### src/rtl/music_player.sv
// music_player: walks a note ROM one slot at a time and plays each note as a square wave.
// Define MUSIC_PLAYER_LOOP_EN to restart from address 0 after LAST_ADDR instead of ending in DONE.
module music_player #(
    parameter int unsigned TEMPO_DIV = 6250000,
    parameter int unsigned LAST_ADDR = 241
) (
    input  logic       clk,
    input  logic       rst_n,
    input  logic       start,
    input  logic       stop,
    output logic [7:0] rom_addr,
    input  logic [7:0] rom_note,
    output logic       speaker,
    output logic [7:0] cur_note,
    output logic       busy,
    output logic       done
);

    typedef enum logic [2:0] {IDLE, FETCH, LATCH, PLAY, DONE} state_e;

    localparam logic [23:0] TEMPO_LAST = 24'(TEMPO_DIV - 1);
    localparam logic [7:0]  LAST       = 8'(LAST_ADDR);

    state_e      state_q, state_d;
    logic [7:0]  addr_q, addr_d;
    logic [7:0]  note_q, note_d;
    logic [23:0] tempo_q, tempo_d;
    logic [16:0] div_q, div_d;
    logic        spk_q, spk_d;

    logic        silent;
    logic [7:0]  octave;
    logic [7:0]  semitone;
    logic [9:0]  base;
    logic [2:0]  shamt;
    logic [16:0] half_last;

    // Half-period of the current note: base count for the semitone, doubled per octave below 7.
    always_comb begin
        silent   = (note_q == 8'd0) || (note_q >= 8'd96);
        octave   = note_q / 8'd12;
        semitone = note_q % 8'd12;
        shamt    = 3'(8'd7 - octave);
        case (semitone)
            8'd0:    base = 10'd512;
            8'd1:    base = 10'd483;
            8'd2:    base = 10'd456;
            8'd3:    base = 10'd431;
            8'd4:    base = 10'd406;
            8'd5:    base = 10'd384;
            8'd6:    base = 10'd362;
            8'd7:    base = 10'd342;
            8'd8:    base = 10'd323;
            8'd9:    base = 10'd304;
            8'd10:   base = 10'd287;
            default: base = 10'd271;
        endcase
        half_last = (17'(base) << shamt) - 17'd1;
    end

    always_comb begin
        // NOTE: every signal gets its hold value first so no path leaves one unassigned (no latches).
        state_d = state_q;
        addr_d  = addr_q;
        note_d  = note_q;
        tempo_d = tempo_q;
        div_d   = div_q;
        spk_d   = spk_q;
        if (stop) begin
            state_d = IDLE;
            addr_d  = 8'd0;
            note_d  = 8'd0;
            tempo_d = 24'd0;
            div_d   = 17'd0;
            spk_d   = 1'b0;
        end else begin
            case (state_q)
                IDLE: begin
                    div_d = 17'd0;
                    spk_d = 1'b0;
                    if (start) begin
                        addr_d  = 8'd0;
                        state_d = FETCH;
                    end
                end
                FETCH: state_d = LATCH;
                LATCH: begin
                    note_d  = rom_note;
                    tempo_d = 24'd0;
                    div_d   = 17'd0;
                    spk_d   = 1'b0;
                    state_d = PLAY;
                end
                PLAY: begin
                    if (silent) begin
                        div_d = 17'd0;
                        spk_d = 1'b0;
                    end else if (div_q == half_last) begin
                        div_d = 17'd0;
                        spk_d = ~spk_q;
                    end else begin
                        div_d = div_q + 17'd1;
                    end
                    if (tempo_q == TEMPO_LAST) begin
                        tempo_d = 24'd0;
                        div_d   = 17'd0;
                        spk_d   = 1'b0;
                        state_d = FETCH;
                        if (addr_q != LAST) begin
                            addr_d = addr_q + 8'd1;
                        end else begin
`ifdef MUSIC_PLAYER_LOOP_EN
                            addr_d = 8'd0;
`else
                            note_d  = 8'd0;
                            state_d = DONE;
`endif
                        end
                    end else begin
                        tempo_d = tempo_q + 24'd1;
                    end
                end
                DONE: begin
                    note_d  = 8'd0;
                    state_d = IDLE;
                end
                default: state_d = IDLE;
            endcase
        end
    end

    // NOTE: state registers use non-blocking assignments so all of them update from pre-edge values.
    always_ff @(posedge clk or negedge rst_n) begin
        if (!rst_n) begin
            state_q <= IDLE;
            addr_q  <= 8'd0;
            note_q  <= 8'd0;
            tempo_q <= 24'd0;
            div_q   <= 17'd0;
            spk_q   <= 1'b0;
        end else begin
            state_q <= state_d;
            addr_q  <= addr_d;
            note_q  <= note_d;
            tempo_q <= tempo_d;
            div_q   <= div_d;
            spk_q   <= spk_d;
        end
    end

    assign rom_addr = addr_q;
    assign cur_note = note_q;
    assign speaker  = spk_q;
    assign busy     = (state_q == FETCH) || (state_q == LATCH) || (state_q == PLAY);
    assign done     = (state_q == DONE);

endmodule

### config.mk
export PLATFORM = sky130hd
export DESIGN_NAME = music_player
export DESIGN_NICKNAME = d
export VERILOG_FILES = /design/src/rtl/music_player.sv
export SDC_FILE = /design/constraint.sdc
export NUM_CORES = 1
export LEC_CHECK = 0
export ABC_AREA = 1
export CAP_MARGIN = 20
export CORE_MARGIN = 4
export CORE_UTILIZATION = 52
export CTS_CLUSTER_DIAMETER = 150
export DETAILED_ROUTE_END_ITERATION = 10
export GPL_ROUTABILITY_DRIVEN = 1
export MAX_ROUTING_LAYER = met4
export PLACE_DENSITY = 0.7
export SYNTH_ARGS = -nofsm -noshare
export SYNTH_HDL_FRONTEND = slang
export SYNTH_SLANG_ARGS = --single-unit
### constraint.sdc
create_clock -name clk -period 4.9 [get_ports clk]
set_input_delay 0.49 -clock clk [delete_from_list [all_inputs] [get_ports clk]]
set_output_delay 0.49 -clock clk [all_outputs]
set_load 0.05 [all_outputs]
==> results.json, run 1 <==
{
  "finalSetupTns_ns": 0,
  "async_flop_share_pct": 100,
  "finalInstanceArea_mm2": 0.00567,
  "synthCells": 756,
  "synthFlopType": "dfrtp_1",
  "finalSetupViolCount": 0,
  "crit_start": "cur_note[5]$_DFFE_PN0P_",
  "critPathCaptureType": "flop",
  "synth_edf_count": 0,
  "slew_viol_final": 0,
  "netlist_area_mm2": 0.00506,
  "placementRows": 35,
  "combPwrFrac_pct": 76.5,
  "leakagePower_uw": 0.00258,
  "path_delay_family": "simple AND/OR/NAND/NOR gates",
  "drc": 0,
  "vias": 5138,
  "die_x_um": 107,
  "core-area_mm2": 0.00937,
  "cp_max_fo": 18,
  "powerDensity_mw_per_mm2": 774,
  "max_freq_mhz": 250,
  "pin_count": 31,
  "synth_cell_type_count": 42,
  "p_sw_uw": 2580,
  "antenna_found_initial": 0,
  "grt-ovfl-total": 0,
  "vdd.ir_drop.worst_mv": 0.344,
  "fin_skew_ns": 0.0131,
  "grt-busiest-layer": "met2",
  "wl_mm": 12.6,
  "r2r-end": "speaker$_DFFE_PN0P_",
  "worstPathArrival_ns": 4.22,
  "cts_sinks": 61,
  "dieArea_mm2": 0.0114,
  "grt_usage_pct": 24.2,
  "startpoint_type": "flop",
  "drive_above_1_share_pct": 10.9,
  "finalCritPeriodShare_pct": 81.5,
  "clock_latency_ns": 0.33,
  "ys_ff_latch": 61,
  "max_cap_viol_count": 0,
  "max_stage_delay_ns": 0.44,
  "hold_class": "primary input to async pin",
  "grt_pass1_vias": 4921,
  "vias_per_cell": 5.56,
  "htreeDepth": 3,
  "p_int_uw": 1800,
  "post_cts_resized": 0,
  "drt-initial-drc-count": 292,
  "yosys_warnings": 0,
  "detailed_place.area_mm2": 0.00547,
  "area_delta_synth_final_pct": 12.0,
  "root_buffer": "clkbuf_8",
  "maxSlewHeadroom_pct": 48.5,
  "antenna_left": 0,
  "path_class": "flop to flop",
  "fillers": 887,
  "cts_tree": "yes",
  "required_ns": 5.12,
  "fp.dieH_um": 107,
  "hpwlAfterDp_mm": 10.0,
  "start_util_pct": 54.0,
  "clockBufferDepth": 2,
  "syn_nets": 778,
  "clkPwrFrac_pct": 10.0,
  "globalplace.congestion": 0.982,
  "hold_violations": 0,
  "drt_first_pass_iters": 5,
  "rsz0062_at_grt": "false",
  "ff2ff_setup_slack_ns": 0.90,
  "wl_per_cell_um": 13.7,
  "swShare_pct": 58.9,
  "crit_path_frequent_cell": "nand2_1",
  "path_depth": 29,
  "met1_usage_pct": 29.4,
  "met3_usage_pct": 2.95,
  "final_nets": 812,
  "cp_num_buf_inv": 3,
  "io_buffers": 30,
  "grt_max_degree": 62,
  "r2r.worst_path.cells": 29,
  "syn_avg_cell_area_um2": 6.69,
  "outcome": "completed",
  "hold_buffers": 0,
  "grt_pass1_wl_mm": 22.1,
  "r2r_start": "cur_note[5]$_DFFE_PN0P_",
  "min_period_ns": 4.00,
  "cts_setup_buffers": 0,
  "seqPwrFrac_pct": 13.5,
  "seq_area_frac_synth_pct": 30.2,
  "path_clk_slew_ns": 0.07,
  "slowest_stage": "dfrtp_1",
  "cts_buffers": 9,
  "met2_usage_pct": 41.3,
  "tightest_slew_ns": 0.770,
  "diodes": 0
}
## synth_stat cells (5+ instances only)
cell	n	share of area (%)
a21oi_1	26	2.6
clkbuf_1	5	0.37
dfrtp_1	61	30
ha_1	10	2.5
inv_1	105	7.8
inv_2	8	0.59
nand2_1	186	14
nand2_2	17	2.1
nand3_1	100	9.9
nand3_2	12	2.4
nand4_1	24	3.0
nor2_1	56	4.2
nor2_2	6	0.74
nor3_1	27	2.7
nor4_1	6	0.74
o21ai_0	29	2.9
o22ai_1	6	0.74
o22ai_2	10	2.5
xor2_1	15	2.6
## layout make-up
| type | count | area, µm² | share of cell area [%] |
|---|---|---|---|
| tap | 129 | 161 | 2.85 |
| multi-input combinational | 568 | 3020 | 53.4 |
| clock buffer | 12 | 145 | 2.56 |
| inverter | 117 | 444 | 7.84 |
| timing repair buffer | 33 | 318 | 5.61 |
| clock inverter | 4 | 47.5 | 0.839 |
| sequential | 61 | 1530 | 26.9 |
## power groups by stage
stage | sequential, µW | clock, µW | combinational [µW]
after floorplan | 683 | 0 | 2560
after global routing | 601 | 475 | 3780
after CTS | 592 | 449 | 3330
after global placement | 599 | 0 | 3310
final | 592 | 440 | 3350
after detailed placement | 601 | 0 | 3320
## stage by stage
| stage | hold slack [ns] | utilization (%) | total power, µW | setup WS, ns | cells |
|---|---|---|---|---|---|
| 6_report | 0.299 | 60.5 | 4380 | 0.904 | 924 |
| 5_1_grt | 0.362 | 60.5 | 4850 | 0.440 | 924 |
| 4_1_cts | 0.337 | 60.5 | 4370 | 0.888 | 924 |
| 3_5_place_dp | 0.488 | 58.4 | 3920 | 0.915 | 908 |
| 3_3_place_gp | 0.494 | 58.4 | 3910 | 1.01 | 908 |
| 2_1_floorplan | 0.194 | - | 3240 | 1.09 | 756 |
## per-layer routing
layer,routed length (µm),vias up,part of all wire (%)
met5,0,-,0
met4,331,0,2.6
met3,512,28,4.1
met2,6240,126,49
met1,5540,2418,44
li1,-,2566,-
## worst max path at each step
stage,end
after floorplan,div_q[10]$_DFFE_PN0P_
after global placement,speaker$_DFFE_PN0P_
after detailed placement,speaker$_DFFE_PN0P_
after CTS,speaker$_DFFE_PN0P_
after global routing,speaker$_DFFE_PN0P_
final,speaker$_DFFE_PN0P_
## cells by family after synthesis
group / synth area share (%)
XOR/XNOR: 2.94
flip-flops: 30.2
AO/OA/AOI/OAI: 11.5
AND/OR/NAND/NOR: 42.8
adder cells (fa/ha/maj): 2.47
buffers and inverters: 10.1
## state kept, by name, indices dropped and copies added (netlist names)
signal	cells
speaker	1
rom_addr	8
tempo_q	24
cur_note	8
div_q	17
state_q	3
## cells in the final DEF, fill, tap and decap left out, drive strengths merged, types with 2 or more instances in the layout
cell,n
xnor2,2
clkbuf,12
xor2,15
ha,10
clkinv,4
o21bai,3
clkdlybuf4s50,29
nand4,27
nor3b,4
nor3,27
nor2,67
a31oi,3
o22ai,16
a21oi,27
dfrtp,61
nand2,205
nor4,6
o21a,2
o21ai,35
nand3b,2
a211oi,2
buf,4
inv,115
nand3,112
No activity file was read; power rests on OpenSTA's default activity.
==> run 2, diff against run 1 <==
==> constraint.sdc (replaced) <==
create_clock -name clk -period 4.13 [get_ports clk]
set_input_delay 0.413 -clock clk [delete_from_list [all_inputs] [get_ports clk]]
set_output_delay 0.413 -clock clk [all_outputs]
set_load 0.05 [all_outputs]
==> results.json, run 2 (synthesis gave the netlist of run 1 again) <==
{
  "outcome": "completed",
  "dieArea_mm2": 0.0114,
  "final_cell_mix": "177 x nand2_1, 103 x inv_1, 96 x nand3_1",
  "detailed_place.area_mm2": 0.00550,
  "wl_mm": 13.4,
  "final_common_cell": "nand2_1",
  "slew_viol_final": 0,
  "cp_max_fo": 7,
  "largest_reg_flops": 24,
  "placementRows": 35,
  "reg.largest.list": "tempo_q: 24 flops, div_q: 17 flops",
  "startpoint_type": "flop",
  "critPathCaptureType": "flop",
  "tightest_slew_ns": 0.670,
  "required_ns": 4.34,
  "clock_latency_ns": 0.34,
  "r2r_start": "cur_note[6]$_DFFE_PN0P_",
  "grt_pass1_wl_mm": 22.3,
  "grt-ovfl-total": 0,
  "path_class": "flop to flop",
  "hold_violations": 0,
  "finalInstanceArea_mm2": 0.00605,
  "hold_buffers": 0,
  "area_delta_synth_final_pct": 19.5,
  "max_stage_delay_ns": 0.43,
  "m1WireLength_mm": 5.73,
  "start_util_pct": 54.0,
  "drt-initial-drc-count": 325,
  "max_freq_mhz": 256,
  "pin_count": 31,
  "dr_wl_met2_mm": 6.80,
  "hold_class": "primary input to async pin",
  "ff2ff_setup_slack_ns": 0.22,
  "fin_skew_ns": 0.0107,
  "worstPathArrival_ns": 4.12,
  "htreeDepth": 3,
  "r2r.worst_path.cells": 28,
  "vias": 5248,
  "wl_per_cell_um": 14.2,
  "maxSlewHeadroom_pct": 55.1,
  "drt_first_pass_iters": 6,
  "max_flop_register": "tempo_q",
  "grt_pass1_vias": 4974,
  "finalSetupViolCount": 0,
  "diodes": 0,
  "core-area_mm2": 0.00937,
  "root_buffer": "clkbuf_8",
  "max_cap_viol_count": 0,
  "top_layer": "met4",
  "final_nets": 833,
  "cts_tree": "yes",
  "io_buffers": 30,
  "cts_sinks": 61,
  "die_x_um": 107,
  "cts_buffers": 9,
  "min_period_ns": 3.91,
  "globalplace.congestion": 0.916,
  "grt_usage_pct": 24.4,
  "fp.dieH_um": 107,
  "antenna_found_initial": 0,
  "slowest_stage": "dfrtp_1",
  "hpwlAfterDp_mm": 10.1,
  "drc": 0,
  "vias_per_cell": 5.55,
  "met3_length_um": 508,
  "clockBufferDepth": 2,
  "finalCritPeriodShare_pct": 94.7,
  "path_clk_slew_ns": 0.07,
  "drive_above_1_share_pct": 16.3,
  "grt_max_degree": 36,
  "r2r-end": "div_q[9]$_DFFE_PN0P_",
  "antenna_left": 0
}
run 2: cell type report:
class | instances | area, µm²
Clock buffer | 9 | 124
Tap cell | 129 | 161
Clock inverter | 7 | 114
Multi-Input combinational cell | 569 | 3200
Timing Repair Buffer | 53 | 480
Inverter | 117 | 444
Fill cell | 867 | 3320
Sequential cell | 61 | 1530
run 2: layer usage:
layer	GRT usage [%]	vias to the layer above
met4	10.8	0
li1	-	2616
met2	41.8	141
met5	-	-
met1	29.4	2455
met3	2.23	36
run 2: timing repair:
| item | 4_1_cts | 5_1_grt |
|---|---|---|
| setup endpoints to repair | 0 | 18 |
| buffers inserted | 0 | 17 |
| resized for setup | 0 | 39 |
| endpoints found under the hold margin | 0 | 0 |
run 2: per-stage QoR:
stage	util [%]	hold WS (ns)	std cells	TNS [ns]	worst slack, ns
3_3_place_gp	58.7	0.459	911	0	0.302
3_5_place_dp	58.7	0.456	911	0	0.162
6_report	64.5	0.0729	945	0	0.217
2_1_floorplan	-	0.117	756	0	0.320
5_1_grt	64.5	0.115	945	-0.370	-0.0448
4_1_cts	61.2	0.0964	927	0	0.133
run 2: how the worst max path moves through the flow:
stage / start / end / slack, ns / cells after the start
4_1_cts: cur_note[7]$_DFFE_PN0P_ / speaker$_DFFE_PN0P_ / 0.13 / 29
2_1_floorplan: cur_note[7]$_DFFE_PN0P_ / div_q[10]$_DFFE_PN0P_ / 0.32 / 27
5_1_grt: cur_note[6]$_DFFE_PN0P_ / div_q[15]$_DFFE_PN0P_ / -0.04 / 28
3_5_place_dp: cur_note[7]$_DFFE_PN0P_ / speaker$_DFFE_PN0P_ / 0.16 / 29
6_report: cur_note[6]$_DFFE_PN0P_ / div_q[9]$_DFFE_PN0P_ / 0.22 / 28
3_3_place_gp: cur_note[7]$_DFFE_PN0P_ / speaker$_DFFE_PN0P_ / 0.30 / 29
run 2: critical path, delay by kind of cell, from the launching register on:
kind | cells | cell delay (ns)
and+or+nand+nor | 20 | 2.42
AOI/OAI and AO/OA | 4 | 0.45
DFF | 1 | 0.43
buffers and inverters | 4 | 0.47
Power of run 2 is not shown: default switching activity piles up to over one toggle a cycle in this logic, so the estimate is an artifact.
